## src/rtl/dmem_arb_pkg.sv

```systemverilog
`timescale 1ns/1ps
`default_nettype none
//============================================================================
// Module      : dmem_arb_pkg
// Description : Shared types and constants for the data-memory arbiter.
//               state_t   - arbiter FSM encoding (IDLE, ACCESS, RESP)
//               PORT_CORE - requester id of the core load/store port
//               PORT_DBG  - requester id of the loader/debug port
// Revision    : 1.0 - initial release
//============================================================================
package dmem_arb_pkg;

    typedef enum logic [1:0] {
        IDLE   = 2'd0,
        ACCESS = 2'd1,
        RESP   = 2'd2
    } state_t;

    localparam logic PORT_CORE = 1'b0;
    localparam logic PORT_DBG  = 1'b1;

endpackage
`default_nettype wire

```

## src/rtl/dmem_arb_pick.sv

```systemverilog
`timescale 1ns/1ps
`default_nettype none
//============================================================================
// Module      : dmem_arb_pick
// Description : Combinational winner select for the two requesters.
//               A lone requester always wins. On a tie the default build
//               grants the port that was not granted last (round-robin);
//               with DMEM_ARB_FIXED_PRIO_EN defined, port 0 always wins
//               ties and last_grant is ignored.
// Ports       : valid[1:0]  in  request valid per port
//               last_grant  in  id of the most recently granted port
//               grant_valid out at least one request present
//               grant_id    out id of the winning port
// Config      : DMEM_ARB_FIXED_PRIO_EN
// Revision    : 1.0 - initial release
//============================================================================
module dmem_arb_pick
    import dmem_arb_pkg::*;
(
    input  logic [1:0] valid,
    input  logic       last_grant,
    output logic       grant_valid,
    output logic       grant_id
);

`ifdef DMEM_ARB_FIXED_PRIO_EN
    logic w_unused_last_grant;
    assign w_unused_last_grant = last_grant;
`endif

    always_comb begin
        grant_valid = |valid;
        grant_id    = PORT_CORE;
        if (valid == 2'b11) begin
`ifdef DMEM_ARB_FIXED_PRIO_EN
            grant_id = PORT_CORE;
`else
            grant_id = ~last_grant;
`endif
        end else if (valid[1]) begin
            grant_id = PORT_DBG;
        end
    end

endmodule
`default_nettype wire

```

## src/rtl/dmem_arbiter.sv

```systemverilog
`timescale 1ns/1ps
`default_nettype none
//============================================================================
// Module      : dmem_arbiter
// Description : Shares a single-port data memory between the core load/store
//               port (0) and the loader/debug port (1). One access in flight
//               at a time, three cycles each: accept (ready), access
//               (mem_en), respond (rvalid pulse).
// Ports       : clk_i, rst_i                 clock, synchronous active-high reset
//               rX_valid_i/rX_ready_o        request handshake, X = 0,1
//               rX_we_i/rX_addr_i/rX_wdata_i request payload
//               rX_rvalid_o                  one-cycle response pulse
//               rdata_o                      shared read data (0 for writes)
//               mem_en_o/mem_we_o/mem_addr_o/mem_wdata_o  registered memory side
//               mem_rdata_i                  memory data, valid the cycle after mem_en_o
// Config      : DMEM_ARB_FIXED_PRIO_EN (see dmem_arb_pick)
// Revision    : 1.0 - initial release
//============================================================================
module dmem_arbiter
    import dmem_arb_pkg::*;
#(
    parameter int AW = 32,
    parameter int DW = 32
) (
    input  logic          clk_i,
    input  logic          rst_i,

    input  logic          r0_valid_i,
    output logic          r0_ready_o,
    input  logic          r0_we_i,
    input  logic [AW-1:0] r0_addr_i,
    input  logic [DW-1:0] r0_wdata_i,
    output logic          r0_rvalid_o,

    input  logic          r1_valid_i,
    output logic          r1_ready_o,
    input  logic          r1_we_i,
    input  logic [AW-1:0] r1_addr_i,
    input  logic [DW-1:0] r1_wdata_i,
    output logic          r1_rvalid_o,

    output logic [DW-1:0] rdata_o,

    output logic          mem_en_o,
    output logic          mem_we_o,
    output logic [AW-1:0] mem_addr_o,
    output logic [DW-1:0] mem_wdata_o,
    input  logic [DW-1:0] mem_rdata_i
);

    state_t        r_state;
    logic          r_last_grant;
    logic          r_owner;
    logic          r_mem_en;
    logic          r_mem_we;
    logic [AW-1:0] r_mem_addr;
    logic [DW-1:0] r_mem_wdata;
    logic          r_rvalid0;
    logic          r_rvalid1;
    logic          r_resp_rd;

    logic          w_grant_valid;
    logic          w_grant_id;
    logic          w_accept;

    dmem_arb_pick u_pick (
        .valid       ({r1_valid_i, r0_valid_i}),
        .last_grant  (r_last_grant),
        .grant_valid (w_grant_valid),
        .grant_id    (w_grant_id)
    );

    // Ready is only offered in IDLE, and never while reset is applied so
    // a requester cannot believe a request was taken on the reset edge.
    assign w_accept   = (r_state == IDLE) && w_grant_valid && !rst_i;
    assign r0_ready_o = w_accept && (w_grant_id == PORT_CORE);
    assign r1_ready_o = w_accept && (w_grant_id == PORT_DBG);

    always_ff @(posedge clk_i) begin
        if (rst_i) begin
            r_state      <= IDLE;
            r_last_grant <= PORT_DBG;   // first tie after reset goes to port 0
            r_owner      <= PORT_CORE;
            r_mem_en     <= 1'b0;
            r_mem_we     <= 1'b0;
            r_mem_addr   <= '0;
            r_mem_wdata  <= '0;
            r_rvalid0    <= 1'b0;
            r_rvalid1    <= 1'b0;
            r_resp_rd    <= 1'b0;
        end else begin
            case (r_state)
                IDLE: begin
                    if (w_accept) begin
                        r_mem_en     <= 1'b1;
                        r_owner      <= w_grant_id;
                        r_last_grant <= w_grant_id;
                        if (w_grant_id == PORT_DBG) begin
                            r_mem_we    <= r1_we_i;
                            r_mem_addr  <= r1_addr_i;
                            r_mem_wdata <= r1_wdata_i;
                        end else begin
                            r_mem_we    <= r0_we_i;
                            r_mem_addr  <= r0_addr_i;
                            r_mem_wdata <= r0_wdata_i;
                        end
                        r_state <= ACCESS;
                    end
                end
                ACCESS: begin
                    r_mem_en  <= 1'b0;
                    r_mem_we  <= 1'b0;
                    r_resp_rd <= ~r_mem_we;
                    r_rvalid0 <= (r_owner == PORT_CORE);
                    r_rvalid1 <= (r_owner == PORT_DBG);
                    r_state   <= RESP;
                end
                RESP: begin
                    r_rvalid0 <= 1'b0;
                    r_rvalid1 <= 1'b0;
                    r_resp_rd <= 1'b0;
                    r_state   <= IDLE;
                end
                default: begin
                    r_state <= IDLE;
                end
            endcase
        end
    end

    assign mem_en_o    = r_mem_en;
    assign mem_we_o    = r_mem_we;
    assign mem_addr_o  = r_mem_addr;
    assign mem_wdata_o = r_mem_wdata;
    assign r0_rvalid_o = r_rvalid0;
    assign r1_rvalid_o = r_rvalid1;

    // mem_rdata_i comes straight from the memory's output register and is
    // valid in the RESP cycle; it is forwarded only for read responses so
    // writes return 0 and rdata_o is 0 whenever no response is in progress.
    assign rdata_o = r_resp_rd ? mem_rdata_i : '0;

endmodule
`default_nettype wire

```

## config.mk

```make
export PLATFORM = sky130hd
export DESIGN_NAME = dmem_arbiter
export DESIGN_NICKNAME = d
export VERILOG_FILES = /design/src/rtl/dmem_arb_pkg.sv /design/src/rtl/dmem_arb_pick.sv /design/src/rtl/dmem_arbiter.sv
export SDC_FILE = /design/constraint.sdc
export NUM_CORES = 1
export LEC_CHECK = 0
export ABC_AREA = 0
export BUFFER_PORTS_ARGS = -buffer_cell sky130_fd_sc_hd__buf_2
export CORE_AREA = 2 2 104 106
export CTS_CLUSTER_SIZE = 12
export DETAILED_ROUTE_END_ITERATION = 10
export DIE_AREA = 0 0 106 108
export PLACE_DENSITY = 0.75
export SLEW_MARGIN = 20
export SYNTH_ARGS = -nofsm -noshare
export SYNTH_HDL_FRONTEND = slang
export SYNTH_HIERARCHICAL = 1
export SYNTH_SLANG_ARGS = --single-unit
export TNS_END_PERCENT = 50
```

## constraint.sdc

```tcl
create_clock -name clk_i -period 2.05 [get_ports clk_i]
set_input_delay 0.205 -clock clk_i [delete_from_list [all_inputs] [get_ports clk_i]]
set_output_delay 0.205 -clock clk_i [all_outputs]
set_load 0.03 [all_outputs]
```

# Yosys cells after proc, flatten, opt, wreduce, memory -nomap -nowiden
# Index checks and enable logic that the tools add are counted.
# totals
reg_bits,73
input_bits,166
output_inout_bits,102
elab_cells,44
# op_classes
eq_ne,4
mux,15
bitwise,4
n_reduce_logical,11
# ops
operator,count
two-way mux 32 bit,3
case mux 1 bit (2 select lines),5
two-way mux 1 bit,5
== test 2 bit (second input constant),2
logical AND 1 bit,4
inverter 1 bit,4
case mux 2 bit (2 select lines),1
AND reduction 2 bit,2
nonzero test 2 bit,2
== test 2 x 1 -> 1 bit (second input constant),1
logical NOT 2 bit,1
two-way mux 2 bit,1
!= test 2 bit (second input constant),1
OR reduction 2 bit,1
logical NOT 1 bit,1

# Depth between registers and ports, before layout
# depth
word_depth,5
depth_mapped,8
ltp_nobuf,5

# Cells and area by module
# Netlist, hierarchy kept.
# modules_own_cells
mod,instances,cells_per_inst,area_each_um2,seq_area_each_um2
dmem_arbiter,1,369,3385.7,1461.4
dmem_arb_pick,1,2,13.8,0.0

# Worst setup path after synthesis
# OpenSTA, ideal clock, no wires.
# synth_path
path_kind,reg2out
startpoint,register r_last_grant
endpoint,output port r0_ready_o
arrival_time_ns,1.485
t_required_ns,1.845
setup_slack_ns,0.360
stages_incl_launch_ff,6
path_cell_list,dfxtp_1 -> a21boi_1 -> buf_2 -> buf_6 -> buf_6 -> nor3_1
# synth_between
elab_chain_cells,4
# synth_lines
item,line_no,source
"start, declared",dmem_arbiter.sv:52,logic r_last_grant;
"start signal, assigned",dmem_arbiter.sv:97,r_last_grant <= w_grant_id;
inverter 1 bit,dmem_arb_pick.sv:38,grant_id = ~last_grant;
two-way mux 1 bit,dmem_arb_pick.sv:34,if (valid == 2'b11) begin
net w_grant_id,dmem_arbiter.sv:63,logic w_grant_id;
inverter 1 bit,dmem_arbiter.sv:76,assign r0_ready_o = w_accept && (w_grant_id == PORT_CORE);
logical AND 1 bit,dmem_arbiter.sv:76,
"end, declared",dmem_arbiter.sv:29,"output logic r0_ready_o,"
# The timed path passes the listed nets, and every way through them passes these cells.

# Worst setup path after layout
# layout_path
startpoint,register r_resp_rd
endpoint,output port rdata_o[9]
# layout_between
elab_chain_cells,1
# layout_lines
item,line_no,source
"start, declared",dmem_arbiter.sv:60,logic r_resp_rd;
"start signal, assigned",dmem_arbiter.sv:113,r_resp_rd <= ~r_mem_we;
two-way mux 32 bit,dmem_arbiter.sv:141,assign rdata_o = r_resp_rd ? mem_rdata_i : '0;
"end, declared",dmem_arbiter.sv:42,"output logic [DW-1:0] rdata_o,"
# Every way passes these cells.

==> impl_metrics.ini <==
[synth]
synth_seq_cells = 73
yosys_warnings = 6
ys_types = 25
yosysTopAreaCellShare = 0.430
synth_simple_gate_area_share = 0.0876
avgSynthCellArea_um2 = 9.16
synth-adder-area-share = 0.0147
yosys-mux-area-fraction = 0.200
synth-seq-area-share = 0.430
syn_nets = 541
synth_compound_area_frac = 0.206
synth_xor_area_frac = 0
synth_top_area_cell = dfxtp_1
synth_area_leaders = dfxtp_1, mux2i_1, a21oi_1, o21ai_0, and2_1
syn_area_um2 = 3400
synth_cells = 371
synth_top_family_by_area = compound AO/OA/AOI/OAI gates

[worst_setup_path]
crit_start = r_resp_rd$_SDFFE_PP0P_
crit_fanout = 33
cp-start-kind = flop
worstPathRequired_ns = 1.85
setup.worst_path.class = flop to output port
r2r_cells = 6
r2r_slack_ns = 0.42
r2r-end = mem_wdata_o[5]$_SDFFE_PP0P_
worstPathArrival_ns = 1.58
endpoint = rdata_o[9]
cp-end-kind = output port
r2r_start = r_state[0]$_SDFFE_PP0P_

[timing]
maxSlewHeadroom = 0.521
clock.fmax_ghz = 0.559
setup_tns_ns = 0
slew_viol_final = 0
skew_ns = 0.00694
min_period_ns = 1.79
grt_setup_unrepaired = false
setup_violations = 0
final-hold-violation-count = 0
fin_crit_sh = 0.872
worstMarginPinSlew_ns = 0.718

[routing]
avgViaCountPerCell = 4.71
drt_iter0_drc = 117
route.detailed.drc = 0
dr.pass1.iters = 6
wl_per_cell_um = 13.7
finalWirelength_mm = 10.5
num_vias = 3591
ant_nets = 0

[finish]
post-route-util = 0.490
mostFrequentLayoutCell = buf_2
stdcell_area_um2 = 5010
diodes = 0
layout-area-overhead-vs-synth_pct = 47.3
layout_common_cells = buf_2, dfxtp_1, mux2i_1, a21oi_1, o21ai_0
fin_nets = 791
final.fill_count = 985
drive_gt1_frac = 0.468
fin_cells = 762

[clock_tree]
cts_num_sinks = 73
hold_buffers = 0
numCtsBuffers = 9
post_cts_resized = 0
cts_buffer_depth = 2
clk_latency_ns = 0.34
clk_pin_slew_ns = 0.08
post-cts-setup-buffer-count = 0
cts_tree = yes
clockRootBuffer = clkbuf_8
ctsHtreeMaxLevel = 3

[global_routing]
antenna_found_initial = 0
grt.overflow.total = 0
grt_pass1_wl_mm = 15.9
grt.total_usage = 0.173
grt_max_degree = 73
grt_pass1_vias = 3457

[pwr]
internal_power_w = 0.00279
swShare = 0.384
power_frac_seq = 0.387
power_frac_comb = 0.360
p_per_area_nw_per_um2 = 904
power_leakage_nw = 2.57
power_frac_clock = 0.253
p_switching_w = 0.00174
ir_worst_vdd_mv = 0.345

[placed_design]
portBuffers = 267
dpl-instance-area_um2 = 4800
place.gp.congestion = 0.937
dp_hpwl_mm = 8.20
placedCellCount = 746

[hold_path]
hold_path_class = primary input to flop

[floorplan]
die_w_um = 106
die_area_um2 = 11400
die_h_um = 108
rows = 37
num_io_pins = 268
coreArea_um2 = 10200
start_util = 0.332

[run]
cap_viol_max_count = 0

[status]
status = finished clean
==> per-layer routing <==
metal / track usage / vias up / routed length [um]
li1: - / 1807 / -
met1: 0.179 / 1617 / 4030
met2: 0.337 / 150 / 5470
met3: 0.0452 / 17 / 750
met4: 0.0592 / 0 / 212
met5: 0 / - / 0
==> how the worst min path moves through the flow <==
stage	slack, ns	end	cells past startpoint	start
final	0.15	mem_addr_o[27]$_SDFFE_PP0P_	3	r0_addr_i[27]
after global routing	0.15	mem_addr_o[20]$_SDFFE_PP0P_	3	r0_addr_i[20]
after CTS	0.13	mem_addr_o[5]$_SDFFE_PP0P_	3	r0_addr_i[5]
after detailed placement	0.46	r1_rvalid_o$_SDFFE_PP0P_	2	r1_rvalid_o$_SDFFE_PP0P_
after global placement	0.45	r1_rvalid_o$_SDFFE_PP0P_	2	r1_rvalid_o$_SDFFE_PP0P_
after floorplan	0.40	mem_addr_o[6]$_SDFFE_PP0P_	2	r0_addr_i[6]
==> Yosys cell counts (all sizes together) <==
master,n
a21boi,1
a21oi,68
a32o,1
and2,33
and3,1
buf,21
clkbuf,13
dfxtp,73
ha,4
inv,4
mux2i,68
nand2,6
nand2b,2
nand3b,1
nor2,6
nor3,1
o21ai,65
o32ai,1
or2,2
==> critical path, cell delays in order, from the launching register on <==
cell	delay [ns]
dfxtp_1	0.79
and2_1	0.25
buf_2	0.21
==> kinds of logic after synthesis <==
| logic type | count (synthesis) |
|---|---|
| fa+ha+maj | 4 |
| simple gates | 52 |
| flops | 73 |
| mux | 68 |
| buf+inv | 38 |
| compound gates | 136 |
==> power groups by stage <==
stage / registers (W) / logic [W] / clock network [W]
finish: 0.00175 / 0.00163 / 0.00115
detailed placement: 0.00178 / 0.00165 / 0
global placement: 0.00178 / 0.00161 / 0
floorplan: 0.00215 / 0.000752 / 0
global route: 0.00178 / 0.00175 / 0.00125
CTS: 0.00175 / 0.00165 / 0.00120
==> registers in the layout, indices dropped and copies added, names as in the netlist <==
register	count
mem_wdata_o	32
mem_we_o	1
mem_en_o	1
r_last_grant	1
r0_rvalid_o	1
mem_addr_o	32
r_state	2
r_owner	1
r_resp_rd	1
r1_rvalid_o	1
==> layout make-up <==
class / instances / area (um^2) / share of cell area
sequential: 73 / 1460 / 0.292
inverter: 4 / 15.0 / 0.00300
tap: 136 / 170 / 0.0340
clock buffer: 10 / 138 / 0.0275
multi-input combinational: 260 / 1740 / 0.347
clock inverter: 6 / 66.3 / 0.0132
timing repair buffer: 273 / 1420 / 0.283
==> through the flow <==
stage | power (W) | setup WS [ns] | hold slack [ns]
2_1_floorplan | 0.00290 | 0.360 | 0.402
3_3_place_gp | 0.00338 | 0.565 | 0.453
3_5_place_dp | 0.00343 | 0.447 | 0.465
4_1_cts | 0.00460 | 0.246 | 0.133
5_1_grt | 0.00478 | 0.124 | 0.145
6_report | 0.00453 | 0.262 | 0.155
Note: power is estimated with default switching activity, not from simulation.
